--- src/rtl/pipeline_hazard_controller.sv ---
// Hazard controller for a five-stage in-order pipeline.
// Detects load-use hazards (stall), taken branches (flush IF/ID and ID/EX)
// and HALT (drain older instructions, then hold until resume).
// Stall and flush event counters saturate at all-ones.
module pipeline_hazard_controller #(
    parameter int RegAddrBits = 3,
    parameter int DataWidth   = 16,
    parameter int DrainCycles = 3
) (
    input  logic                   CLK,
    input  logic                   RST,
    input  logic                   id_valid,
    input  logic [RegAddrBits-1:0] id_rs,
    input  logic [RegAddrBits-1:0] id_rt,
    input  logic                   id_uses_rs,
    input  logic                   id_uses_rt,
    input  logic                   id_halt,
    input  logic                   ex_valid,
    input  logic                   ex_is_load,
    input  logic [RegAddrBits-1:0] ex_rd,
    input  logic                   ex_branch_taken,
    input  logic                   resume,
    output logic                   pc_write,
    output logic                   ifid_write,
    output logic                   ifid_flush,
    output logic                   idex_flush,
    output logic                   halted,
    output logic [DataWidth-1:0]   stall_count,
    output logic [DataWidth-1:0]   flush_count
);

    // Drain counter only has to hold DrainCycles-1.
    localparam int CntBits = (DrainCycles > 1) ? $clog2(DrainCycles) : 1;

    typedef enum logic [1:0] {
        RUN    = 2'd0,
        DRAIN  = 2'd1,
        HALTED = 2'd2
    } state_t;

    state_t               state_q, state_d;
    logic [CntBits-1:0]   drain_q, drain_d;
    logic [DataWidth-1:0] stall_q, stall_d;
    logic [DataWidth-1:0] flush_q, flush_d;

    logic load_use;
    logic halt_req;
    logic stall_inc;
    logic flush_inc;

    // Register 0 is hardwired to zero, so a load into it never creates a hazard.
    assign load_use = ex_valid & ex_is_load & (ex_rd != '0) & id_valid &
                      ((id_uses_rs & (id_rs == ex_rd)) |
                       (id_uses_rt & (id_rt == ex_rd)));

    assign halt_req = id_halt & id_valid;

    // Next-state and pipeline control; branch beats load-use beats halt in RUN.
    always_comb begin
        state_d    = state_q;
        drain_d    = drain_q;
        pc_write   = 1'b1;
        ifid_write = 1'b1;
        ifid_flush = 1'b0;
        idex_flush = 1'b0;
        stall_inc  = 1'b0;
        flush_inc  = 1'b0;
        case (state_q)
            RUN: begin
                if (ex_branch_taken) begin
                    ifid_flush = 1'b1;
                    idex_flush = 1'b1;
                    flush_inc  = 1'b1;
                end else if (load_use) begin
                    pc_write   = 1'b0;
                    ifid_write = 1'b0;
                    idex_flush = 1'b1;
                    stall_inc  = 1'b1;
                end else if (halt_req) begin
                    // Let HALT move into EX while fetch stops behind it.
                    pc_write   = 1'b0;
                    ifid_flush = 1'b1;
                    state_d    = DRAIN;
                    drain_d    = CntBits'(DrainCycles - 1);
                end
            end
            DRAIN: begin
                pc_write   = 1'b0;
                ifid_flush = 1'b1;
                idex_flush = 1'b1;
                if (drain_q == '0) begin
                    state_d = HALTED;
                end else begin
                    drain_d = drain_q - 1'b1;
                end
            end
            HALTED: begin
                pc_write   = 1'b0;
                ifid_flush = 1'b1;
                idex_flush = 1'b1;
                if (resume) begin
                    state_d = RUN;
                end
            end
            default: begin
                state_d = RUN;
            end
        endcase
    end

    // Saturating event counters.
    always_comb begin
        stall_d = stall_q;
        flush_d = flush_q;
        if (stall_inc && (stall_q != '1)) begin
            stall_d = stall_q + DataWidth'(1);
        end
        if (flush_inc && (flush_q != '1)) begin
            flush_d = flush_q + DataWidth'(1);
        end
    end

    // State and counter registers; reset overrides everything.
    always_ff @(posedge CLK) begin
        if (RST) begin
            state_q <= RUN;
            drain_q <= '0;
            stall_q <= '0;
            flush_q <= '0;
        end else begin
            state_q <= state_d;
            drain_q <= drain_d;
            stall_q <= stall_d;
            flush_q <= flush_d;
        end
    end

    assign halted      = (state_q == HALTED);
    assign stall_count = stall_q;
    assign flush_count = flush_q;

endmodule
--- config.mk ---
export PLATFORM = sky130hd
export DESIGN_NAME = pipeline_hazard_controller
export DESIGN_NICKNAME = d
export VERILOG_FILES = /design/src/rtl/pipeline_hazard_controller.sv
export SDC_FILE = /design/constraint.sdc
export NUM_CORES = 1
export LEC_CHECK = 0
export CAP_MARGIN = 15
export CELL_PAD_IN_SITES_DETAIL_PLACEMENT = 2
export CELL_PAD_IN_SITES_GLOBAL_PLACEMENT = 2
export CORE_MARGIN = 2
export CORE_UTILIZATION = 26
export CTS_BUF_LIST = sky130_fd_sc_hd__clkbuf_4 sky130_fd_sc_hd__clkbuf_8
export DETAILED_ROUTE_END_ITERATION = 12
export GPL_TIMING_DRIVEN = 0
export PLACE_DENSITY_LB_ADDON = 0.1
export SLEW_MARGIN = 20
export SYNTH_ARGS = -nofsm -noshare
export SYNTH_HDL_FRONTEND = slang
export SYNTH_SLANG_ARGS = --single-unit
--- constraint.sdc ---
create_clock -name CLK -period 1.9 [get_ports CLK]
set_input_delay 0.285 -clock CLK [delete_from_list [all_inputs] [get_ports CLK]]
set_output_delay 0.285 -clock CLK [all_outputs]
set_load 0.02 [all_outputs]
Word-level counts from Yosys, hierarchy flattened
Cells that the tools add are included.
{ "word_totals": {"word_cells": 65, "rom_bits": 0, "latchBits": 0, "output_inout_bits": 37, "reg_bits": 36, "inputBits": 19, "n_memories": 0, "ram_bits": 0} }
{ "op_classes": {"n_bitwise": 8, "muxes": 29, "n_mul": 0, "eq_ne": 12, "div": 0, "add_sub_neg": 3, "n_lt_le_gt_ge": 0, "n_reduce_logical": 9, "n_shift": 0} }
{ "op_table": {"columns": ["op", "count"], "rows": [
  ["$add 16x1->16 const B", 2],
  ["$ne 16x16->1 const B", 2],
  ["$mux 2", 9],
  ["$mux 1", 15],
  ["$ne 2x2->1 const B", 6],
  ["$reduce_and 5->1", 2],
  ["$and 1x1->1", 7],
  ["$eq 3x3->1", 2],
  ["$pmux 1 s2", 3],
  ["$pmux 2 s3", 1],
  ["$logic_not 2->1", 2],
  ["$pmux 2 s2", 1],
  ["$reduce_bool 3->1", 1],
  ["$eq 2x1->1 const B", 1],
  ["$eq 2x2->1 const B", 1],
  ["$logic_and 1x1->1", 2],
  ["$reduce_bool 2->1", 1],
  ["$reduce_or 2->1", 1],
  ["$sub 2x1->2 const B", 1],
  ["$or 1x1->1", 1]
]} }

Longest topological paths before layout
{ "logic_depth": {"word_depth": 8, "depth_mapped": 9, "mapped_depth_nobuf": 7} }

Least setup slack after synthesis
OpenSTA, ideal clock, no wires.
{ "synth_timing": {"path_type": "register to register", "startpoint": "reg flush_q[0] (netlist: flush_count[0])", "endpoint": "reg flush_q[0] (netlist: flush_count[0])", "setup_time_ps": 128, "path_buffers": 1, "setup_slack_ps": -101, "stages_incl_launch_ff": 8, "t_required_ps": 1772, "t_arrival_ps": 1874, "period_less_slack_ps": 2001, "cell_sequence": "dfxtp_1 ha_1 nand4_1 nor4b_1 clkbuf_1 nor2_1 xnor2_1 nor2_1"} }
{ "synth_via": {"elab_chain_len": 2, "word_cells_on_any_way": 3, "classes_between": "1 x add/sub; 1 x eq/ne; 1 x reduce/logical"} }
{ "synth_lines": {"columns": ["element", "line", "source"], "rows": [
  ["start: declaration", "44", "logic [DataWidth-1:0] flush_q, flush_d;"],
  ["start signal: assignment", "134", "flush_q <= flush_d;"],
  ["parallel branches: the longest is 2 deep, another holds $add 16x1->16", null, null]
]} }
Several ways; the timed one is not identified.
A chain may end at the register's enable or synchronous reset.

Final worst setup path
{ "layout_timing": {"startpoint": "reg stall_q[10] (netlist: stall_count[10])", "endpoint": "reg stall_q[3] (netlist: stall_count[3])"} }
{ "layout_via": {"elab_chain_len": 2} }
{ "layout_lines": {"columns": ["element", "line", "source"], "rows": [
  ["start: declaration", "43", "logic [DataWidth-1:0] stall_q, stall_d;"],
  ["start signal: assignment", "133", "stall_q <= stall_d;"],
  ["$ne 16x16->1", "115", "if (stall_inc && (stall_q != '1)) begin"],
  ["$logic_and 1x1->1", "115", null]
]} }
Every way passes these cells.

==> flow_summary.yaml <==
sta:
  slew_viol_final: 0
  setup-violations-final: 0
  min_period_ps: 1870
  fmax_mhz: 536
  finClkSkew_ps: 8.84
  slew-limit-headroom: 0.625
  min_period_over_period: 0.983
  fin_tns_setup_ps: 0
  worst_pin_slew_ps: 562
  hold_violations: 0
yosys:
  synth_area_per_cell_um2: 8.35
  yosysWarnings: 0
  synth_cells: 249
  ys_ff_latch: 36
  synth_edf_count: 0
  syn_area_um2: 2080
  yosys.area.top_type: "dfxtp_1"
  synth_top_area_share: 0.347
  synth-main-ff-cell: "dfxtp_1"
  yosysUniqueCellTypes: 37
  netlist_top_cells_area: "dfxtp_1 (35%), xnor2_1 (8.0%), a21oi_1 (4.8%)"
  async_flop_share: 0
  seq_area_frac_synth: 0.347
  syn_nets: 276
die:
  die_h_um: 93.4
  rows: 32
  initial_utilization: 0.269
  io_pins: 56
  die_x_um: 93.4
  die-area_um2: 8720
  core_area_um2: 7730
route:
  drt_iter0_markers: 35
  first_pass_iters: 4
  vias: 2202
  via_per_inst: 5.05
  antenna_left: 0
  wl_per_cell_um: 16.6
  drt_wl_total_um: 7250
  drc_errors: 0
clock_network:
  cts_sinks: 36
  cts.clk_slew.worst_paths_ps: 70
  cts-root-buf: "clkbuf_8"
  clock_latency_ps: 290
  htreeDepth: 2
  cts_hold_buf: 0
  cts_tree: "done"
  cts_made_buffers: 5
  cts_max_path_buffers: 2
critical_path:
  cp_slowest_cell: "or4_1"
  max_stage_delay_ps: 480
  r2r_cells: 6
  worstSetupPathType: "flop to flop"
  critPathLaunchType: "flop"
  critPathRequiredTime_ps: 2100
  arrival_ps: 2060
  r2r_slack_ps: 30
  worstReg2RegEnd: "stall_count[3]$_SDFFE_PP0P_"
  worstPathCellList: "and3_1 > and2_1 > and4_4 > buf_12 > or4_1 > a21oi_1"
  r2r-start: "stall_count[10]$_SDFFE_PP0P_"
  endpoint_kind: "flop"
  crit_fanout: 6
pwr:
  ir_worst_vdd_mv: 0.301
  p_clk_frac: 0.256
  switching_share: 0.324
  seq_power_share: 0.399
  p_comb_frac: 0.345
  p_leak_nw: 1.17
  switchingPower_w: 0.000685
  powerDensity_nw_per_um2: 635
  power.internal_w: 0.00143
placement:
  place_area_um2: 2780
  portBuffers: 55
  place_hpwl_um: 4900
  gp_congestion: 0.739
global_routing:
  grt_max_degree: 11
  gr-total-overflow: 0
  antenna_found_initial: 0
  grt_pass1_vias: 2334
  grt_pass1_wl_um: 11500
  track_usage: 0.164
final_layout:
  num_antenna_cells: 0
  final_cell_mix: "clkdlybuf4s50_1 (37), dfxtp_1 (26), nor2_1 (21), buf_4 (20), a21oi_1 (19)"
  design_area_um2: 3320
  final_util: 0.430
  fillers: 860
  syn2layout_area_growth_pct: 59.8
  final_common_cell: "clkdlybuf4s50_1"
  nets: 361
  drive_above_1_share: 0.266
  final-seq-area_um2: 753
  multi_input_area_um2: 1460
worst_hold_path:
  hold-path-cell-count: 2
  hp-class: "flop to flop"
  worstHoldStart: "stall_count[14]$_SDFFE_PP0P_"
  hold_end: "stall_count[14]$_SDFFE_PP0P_"
run_status:
  outcome: "complete, no violations"
run:
  drv_cap: 0
-- cell families (layout without fill, tap and decap cells) --
kind of cell             count (synthesis)  count (layout)  share of synthesized area
AND/OR/NAND/NOR                        116             116                      0.315
AO/OA/AOI/OAI                           45              45                      0.137
flip-flops                              36              36                      0.347
buffers and inverters                   20             105                     0.0488
XOR/XNOR                                19              19                     0.0801
adder cells (fa/ha/maj)                  8               8                     0.0482
multiplexers                             5               5                     0.0247
-- worst max path at each step --
stage                                      start  cells past startpoint                          end
CTS                      state_q[0]$_SDFFE_PP0P_                      7                   ifid_write
detailed placement                      ex_rd[0]                      7                   ifid_write
floorplan            flush_count[0]$_SDFFE_PP0P_                      7  flush_count[0]$_SDFFE_PP0P_
finish              stall_count[10]$_SDFFE_PP0P_                      6  stall_count[3]$_SDFFE_PP0P_
global placement                        ex_rd[0]                      7                   ifid_write
global route        stall_count[10]$_SDFFE_PP0P_                      6  stall_count[3]$_SDFFE_PP0P_
-- worst max-delay path: cells and delay by family (launching register included) --
family / cells / cell delay [ps]
buf+inv: 1 / 130
simple gates: 4 / 1120
compound gates: 1 / 170
flops: 1 / 360
-- sequential cells by signal, indices dropped and copies added (netlist names) --
| register | flops |
|---|---|
| state_q | 2 |
| drain_q | 2 |
| flush_count | 16 |
| stall_count | 16 |
-- layer usage --
metal  GRT usage  vias to the layer above  share of wire  routed length [um]
met5           0                        -              0                   0
met4      0.0355                        0         0.0052                  38
met3      0.0274                        4          0.018                 133
met2       0.286                       29           0.52                3810
met1       0.212                     1091           0.45                3270
li1            -                     1078              -                   -
-- final cells by class --
class	count	share of cell area
Multi-Input combinational cell	193	0.440
Timing Repair Buffer	80	0.229
Sequential cell	36	0.227
Tap cell	102	0.0384
Buffer	12	0.0347
Clock buffer	6	0.0230
Inverter	6	0.00678
Clock inverter	1	0.00151
-- power by group through the flow --
stage | Clock [W] | Combinational (W) | Sequential, W
global placement | 0 | 0.000583 | 0.000847
finish | 0.000540 | 0.000728 | 0.000842
CTS | 0.000571 | 0.000609 | 0.000840
floorplan | 0 | 0.000347 | 0.000856
detailed placement | 0 | 0.000598 | 0.000850
global route | 0.000602 | 0.000817 | 0.000848
-- Yosys cell counts (2+ instances only) --
library cell	count
dfxtp_1	36
o41ai_1	2
a21oi_1	20
nor2_1	22
nand4_1	7
xnor2_1	19
nor3_1	12
o31ai_1	12
nor4_1	2
mux2i_1	4
or3_1	4
ha_1	8
and3_1	4
o21ai_0	6
nand2b_1	6
buf_2	3
nor4b_1	3
inv_1	6
and2_1	4
nand2_1	16
and4_1	3
clkbuf_1	8
buf_6	3
and4_4	2
nor3b_1	3
or4_1	12
nand3_1	12
-- through the flow --
stage / power (W) / instances / setup slack, ps / hold slack (ps)
finish: 0.00211 / 436 / 32.6 / 490
global route: 0.00227 / 436 / -33.3 / 524
CTS: 0.00202 / 425 / -11.4 / 498
detailed placement: 0.00145 / 406 / -1120 / 497
global placement: 0.00143 / 406 / -1140 / 486
floorplan: 0.00120 / 249 / 10.4 / 469
-- what timing repair did --
item                                    CTS  global route
gates cloned                              2             1
buffers inserted                         11            11
resized for setup                        66            45
pin swaps                                13            14
endpoints found under the setup margin   33            32
Power figures use the tool's default switching activity.
